### src/rtl/pc_seq_pkg.sv
// Shared state encoding and default geometry for the PC sequencer.
package pc_seq_pkg;

  typedef enum logic [1:0] {
    BOOT   = 2'd0,
    FETCH  = 2'd1,
    UPDATE = 2'd2,
    HALTED = 2'd3
  } state_t;

  localparam int DEF_PC_W     = 6;
  localparam int DEF_RESET_PC = 0;

endpackage

### src/rtl/pc_next_calc.sv
// Next-PC priority mux (jump > branch > increment), purely combinational.
// Zero latency; no handshake, the caller decides when the result is applied.
module pc_next_calc
  import pc_seq_pkg::*;
#(
  parameter int PC_W = DEF_PC_W
) (
  input  logic [PC_W-1:0] PC,
  input  logic            jump,
  input  logic [PC_W-1:0] jump_target,
  input  logic            branch_taken,
  input  logic [PC_W-1:0] branch_offset,
  output logic [PC_W-1:0] next_pc,
  output logic            is_redirect
);

  logic [PC_W-1:0] pc_inc;

  // Modulo-2^PC_W wrap falls out of the fixed-width add.
  assign pc_inc = PC + PC_W'(1);

  always_comb begin
    next_pc = pc_inc;
    if (jump) begin
      next_pc = jump_target;
    end else if (branch_taken) begin
      next_pc = pc_inc + branch_offset;
    end
  end

  assign is_redirect = jump | branch_taken;

endmodule

### src/rtl/pc_sequencer.sv
// Program counter sequencer: BOOT -> FETCH (wait imem_ready) -> UPDATE (apply controls).
// Fetch-to-fetch spacing is at least 2 cycles; stall holds in UPDATE, halt parks until reset.
module pc_sequencer
  import pc_seq_pkg::*;
#(
  parameter int PC_W     = DEF_PC_W,
  parameter int RESET_PC = DEF_RESET_PC,
  parameter int CNT_W    = 16
) (
  input  logic             clk,
  input  logic             rst,
  input  logic             imem_ready,
  input  logic             stall,
  input  logic             halt,
  input  logic             jump,
  input  logic [PC_W-1:0]  jump_target,
  input  logic             branch_taken,
  input  logic [PC_W-1:0]  branch_offset,
  output logic             imem_req,
  output logic [PC_W-1:0]  PC,
  output logic             pc_valid,
  output logic             redirect,
  output logic             halted,
  output logic [CNT_W-1:0] fetch_count
);

  state_t          state;
  logic [PC_W-1:0] next_pc;
  logic            is_redirect;

  pc_next_calc #(.PC_W(PC_W)) u_next (
    .PC            (PC),
    .jump          (jump),
    .jump_target   (jump_target),
    .branch_taken  (branch_taken),
    .branch_offset (branch_offset),
    .next_pc       (next_pc),
    .is_redirect   (is_redirect)
  );

  assign imem_req = (state == FETCH);
  assign pc_valid = (state == FETCH) && imem_ready;
  assign halted   = (state == HALTED);

  always_ff @(posedge clk) begin
    if (rst) begin
      state       <= BOOT;
      PC          <= PC_W'(RESET_PC);
      fetch_count <= '0;
      redirect    <= 1'b0;
    end else begin
      redirect <= 1'b0;
      case (state)
        BOOT: state <= FETCH;
        FETCH: begin
          if (imem_ready) begin
            state <= UPDATE;
            // Counter saturates at all-ones rather than wrapping.
            if (fetch_count != {CNT_W{1'b1}}) begin
              fetch_count <= fetch_count + CNT_W'(1);
            end
          end
        end
        UPDATE: begin
          if (halt) begin
            state <= HALTED;
          end else if (!stall) begin
            PC       <= next_pc;
            redirect <= is_redirect;
            state    <= FETCH;
          end
        end
        HALTED: state <= HALTED;
        default: state <= BOOT;
      endcase
    end
  end

endmodule

### config.mk
export PLATFORM = sky130hd
export DESIGN_NAME = pc_sequencer
export DESIGN_NICKNAME = d
export VERILOG_FILES = /design/src/rtl/pc_seq_pkg.sv /design/src/rtl/pc_next_calc.sv /design/src/rtl/pc_sequencer.sv
export SDC_FILE = /design/constraint.sdc
export NUM_CORES = 1
export LEC_CHECK = 0
export BUFFER_PORTS_ARGS = -buffer_cell sky130_fd_sc_hd__buf_2
export CAP_MARGIN = 20
export CORE_ASPECT_RATIO = 1.1
export CORE_UTILIZATION = 35
export CTS_BUF_LIST = sky130_fd_sc_hd__clkbuf_4 sky130_fd_sc_hd__clkbuf_8 sky130_fd_sc_hd__clkbuf_16
export DETAILED_ROUTE_END_ITERATION = 12
export REMOVE_ABC_BUFFERS = 1
export SLEW_MARGIN = 20
export SYNTH_ARGS = -nofsm -noshare
export SYNTH_HDL_FRONTEND = slang
export SYNTH_SLANG_ARGS = --single-unit
### constraint.sdc
create_clock -name clk -period 2.38 [get_ports clk]
set_input_delay 0.357 -clock clk [delete_from_list [all_inputs] [get_ports clk]]
set_output_delay 0.357 -clock clk [all_outputs]
set_load 0.05 [all_outputs]
# --- After elaboration in Yosys (flattened, before gate mapping) ---
# Index checks and enable logic that the tools add are counted.
word_totals:
  register_bits: 25
  in_bits: 19
  out_inout_bits: 26
  wordCells: 29
classes:
  n_addsub: 3
  n_eq_ne: 6
  n_mux: 6
  bitwise_logic: 4
  n_reduce_logical: 6
ops:
  columns: ["cell", "count"]
  rows:
  - ["$add A16 B1 Y16 const B", 1]
  - ["$ne A16 B16 Y1 const B", 1]
  - ["$mux W6", 2]
  - ["$pmux W2 S4", 1]
  - ["$add A6 B1 Y6 const B", 1]
  - ["$add A6 B6 Y6", 1]
  - ["$mux W2", 3]
  - ["$reduce_and A3 Y1", 2]
  - ["$eq A2 B2 Y1 const B", 2]
  - ["$reduce_or A4 Y1", 1]
  - ["$ne A3 B3 Y1 const B", 1]
  - ["$not A1 Y1", 3]
  - ["$eq A2 B1 Y1 const B", 1]
  - ["$logic_not A2 Y1", 1]
  - ["$ne A2 B2 Y1 const B", 1]
  - ["$reduce_and A2 Y1", 1]
  - ["$logic_and A1 B1 Y1", 1]
  - ["$or A1 B1 Y1", 1]

# --- Logic depth before layout (Yosys ltp) ---
depth:
  ltp_word: 4
  mapped_depth: 10
  depth_no_buf: 9

# --- By module ---
# Synthesis repeated with hierarchy kept, for this count alone.
hier_totals:
  hier_cells: 191
  hier_area_um2: 1611.5
by_module_without_submodules:
  columns: ["mod", "n_inst", "cells_per_inst", "area_per_inst_um2", "seq_area_each_um2"]
  rows:
  - ["pc_sequencer", 1, 134, 1189.9, 500.5]
  - ["pc_next_calc", 1, 57, 421.7, 0.0]

# --- Worst setup path after synthesis ---
# Ideal clock, no wire load.
synth_timing:
  kind: "reg2reg"
  from: "register PC[2]"
  to: "register PC[5]"
  t_arrival_ns: 2.429
  required_time_ns: 2.259
  path_slack_ns: -0.170
  path_stages_with_launch: 11
  path_buffers: 1
  synth_period_minus_slack_ns: 2.550
  cell_sequence: "dfxtp_1 clkbuf_1 nand3_1 xor2_1 inv_1 ha_1 o21ai_0 o21a_1 nor3_1 mux2i_1 nand3_1"
synth_between:
  elab_chain_len: 4
synth_rtl:
  columns: ["item", "line", "text"]
  rows:
  - ["from (decl)", "pc_sequencer.sv:20", "output logic [PC_W-1:0] PC,"]
  - ["from (signal assigned)", "pc_sequencer.sv:48", "PC <= PC_W'(RESET_PC);"]
  - ["from (signal assigned)", "pc_sequencer.sv:68", "PC <= next_pc;"]
  - ["$add A6 B1 Y6 *", "pc_next_calc.sv:20", "assign pc_inc = PC + PC_W'(1);"]
  - ["$add A6 B6 Y6", "pc_next_calc.sv:27", "next_pc = pc_inc + branch_offset;"]
  - ["$mux W6 *", "pc_next_calc.sv:26", "end else if (branch_taken) begin"]
  - ["$mux W6 *", "pc_next_calc.sv:24", "if (jump) begin"]
# Every way passes the cells marked *; elsewhere a longest branch is shown, timed or not.
# A chain may end at the register's enable or synchronous reset.

# --- Final worst setup path ---
layout_timing:
  from: "register PC[1]"
  to: "register PC[5]"
# The elaborated chain is that of the path after synthesis.

==> results.json <==
{
  "status": "completed",
  "cts_buffer_depth": 2,
  "fin_util": 0.447,
  "drive_gt1_frac": 0.268,
  "initial_core_util": 0.374,
  "final_nets": 268,
  "fill_cells": 472,
  "finalSetupViolCount": 0,
  "pwr-share-comb": 0.165,
  "syn_area_um2": 1650,
  "placed_cells": 289,
  "worst_pin_slew_ps": 578,
  "p_int_mw": 0.592,
  "drcViolationCount": 0,
  "post-route-period-util": 0.904,
  "end_kind": "register",
  "drtIter0Drc": 79,
  "ys_warn_count": 0,
  "p_leak_nw": 0.866,
  "holdCritPathClass": "primary input to register",
  "postCtsHoldBufs": 0,
  "cp.required_ps": 2550,
  "htree_levels": 1,
  "vias_per_cell": 5.33,
  "syn_avg_cell_area_um2": 8.38,
  "synth_compound_area_frac": 0.164,
  "power.density_nw_per_um2": 419,
  "crit_fanout": 5,
  "cts.clk_slew.worst_paths_ps": 90,
  "start_kind": "register",
  "areaGrowthSynthToFinish_pct": 19.4,
  "detail_route.wl_per_cell_um": 12.8,
  "swShare": 0.283,
  "hold-worst-slack_ps": 391,
  "p_clk_frac": 0.309,
  "ir_drop_v": 0.000368,
  "rsz0062_at_grt": "no",
  "max_cap_viol_count": 0,
  "max_slew_margin": 0.612,
  "rows": 25,
  "postCtsSetupBuffers": 0,
  "gr-total-overflow": 0,
  "post_dp_cell_area_um2": 1920,
  "clock_sinks": 25,
  "die_h_um": 74.0,
  "io_buffers": 44,
  "route.vias.total": 1561,
  "async_reset_ff_frac": 0,
  "power.switching_mw": 0.234,
  "antenna_found_initial": 0,
  "busiest_layer": "met2",
  "pwr-share-seq": 0.526,
  "muxShareOfSynthArea": 0.0242,
  "postRouteAntennaNets": 0,
  "worst-setup-path-type": "register to register",
  "grtUsageMet1": 0.212,
  "ys_seq_area_frac": 0.303,
  "wl_um": 3740,
  "synth_cell_type_count": 49,
  "hpwl_um": 2780,
  "firstDrtPassIters": 4,
  "finClkSkew_ps": 2.08,
  "worstPathArrival_ps": 2320,
  "cts_buffers": 3,
  "fin_cells": 293,
  "synth_edf_count": 0,
  "track_usage": 0.160,
  "hold_viol_final": 0,
  "grt_pass1_wl_um": 6210,
  "dieArea_um2": 5000,
  "globalplace.congestion": 0.784,
  "finalCriticalPeriod_ps": 2150,
  "cts_tree": "done",
  "total_power_mw": 0.825,
  "synth_fa_ha_area_frac": 0.0727,
  "insertion_delay_ps": 270,
  "use_met3": 0.0368,
  "grt_pass1_vias": 1386,
  "io_pins": 45,
  "yosys.area_share.simple": 0.304,
  "synth_ff_type": "dfxtp_1",
  "die_w_um": 67.5,
  "synth-seq-cells": 25,
  "diodes": 0,
  "cts_root_buf": "clkbuf_8",
  "netlist_instances": 197,
  "coreArea_um2": 4410,
  "finalMaxSlewViolations": 0,
  "grt_use_met2": 0.264,
  "fmax_mhz": 465,
  "cts-resized-gates": 0,
  "grt_max_degree": 26,
  "synth_top_family_by_area": "simple AND/OR/NAND/NOR gates",
  "synth_xor_area_frac": 0.0848,
  "stdcell_area_um2": 1970
}
-- worst paths after layout --
kind	from	end	slack, ps	cells after the start
setup / recovery	PC[1]	PC[5]	230	7
hold / removal	jump_target[1]	PC[1]	390	3
setup reg to reg	PC[1]	PC[5]	230	7
hold reg to reg	fetch_count[15]	fetch_count[15]	510	2
-- routing by layer --
layer / wire length (µm) / vias up
met2: 1780 / 38
met1: 1800 / 725
li1: - / 796
met5: 0 / -
met4: 19 / 0
met3: 146 / 2
-- sequential cells by signal (all words and copies together) (netlist names) --
signal	flops
PC	6
fetch_count	16
redirect	1
state	2
-- placed cells by master (no fill, tap or decap), types with 4 or more instances in the layout --
cell and count:
buf_2 44, dfxtp_1 25, nor2_1 21, xor2_1 11
nand2_1 11, nand3_1 10, inv_1 10, nor3_1 10
a21oi_1 9, ha_1 8, o21ai_0 7, xnor2_1 5
a211oi_1 5, o21ai_1 5, mux2i_1 4, nand4_1 4
-- cells in the mapped netlist (4+ instances only) --
master | number | share of area
a21oi_1 | 9 | 0.027
nor3_1 | 11 | 0.033
mux2i_1 | 4 | 0.024
o21ai_1 | 4 | 0.012
nand4_1 | 4 | 0.015
nor2_1 | 21 | 0.048
ha_1 | 8 | 0.061
xnor2_1 | 5 | 0.027
dfxtp_1 | 25 | 0.30
inv_1 | 10 | 0.023
clkbuf_1 | 8 | 0.018
a211oi_1 | 5 | 0.023
nand3_1 | 10 | 0.030
o21ai_0 | 8 | 0.024
nand2_1 | 11 | 0.025
xor2_1 | 11 | 0.058
-- per-stage QoR --
stage	TNS, ps	worst slack [ps]
finish	0	229
global route	0	17.2
CTS	0	104
detailed placement	0	133
global placement	0	194
floorplan	-92.8	-92.8
-- layout make-up --
type / count / area, µm² / share of cell area
timing repair buffer: 47 / 243 / 0.123
inverter: 10 / 37.5 / 0.0190
sequential: 25 / 500 / 0.254
clock buffer: 3 / 41.3 / 0.0209
clock inverter: 1 / 5.00 / 0.00254
tap: 54 / 67.6 / 0.0343
multi-input combinational: 153 / 1080 / 0.546
-- kinds of logic (layout without fill, tap and decap cells) --
| family | after synthesis | after routing |
|---|---|---|
| muxes | 4 | 4 |
| xor gates and xnor gates | 16 | 16 |
| DFF | 25 | 25 |
| adders and majority gates | 9 | 9 |
| buffers and inverters | 19 | 61 |
| AOI/OAI and AO/OA | 40 | 40 |
| and+or+nand+nor | 84 | 84 |
-- worst max-delay path, cell delays in order, from the launching register on --
cell	delay, ps
dfxtp_1	400
ha_1	280
ha_1	310
a211oi_1	380
nor4_1	120
nor3_2	260
mux2i_1	210
nand3_1	80
-- power groups by stage --
stage	clock network [mW]	registers (mW)	logic [mW]
after floorplan	0	0.456	0.0715
after global placement	0	0.443	0.135
after detailed placement	0	0.444	0.136
after CTS	0.267	0.434	0.136
after global routing	0.285	0.436	0.149
final	0.255	0.434	0.136
Power figures use the tool's default switching activity.
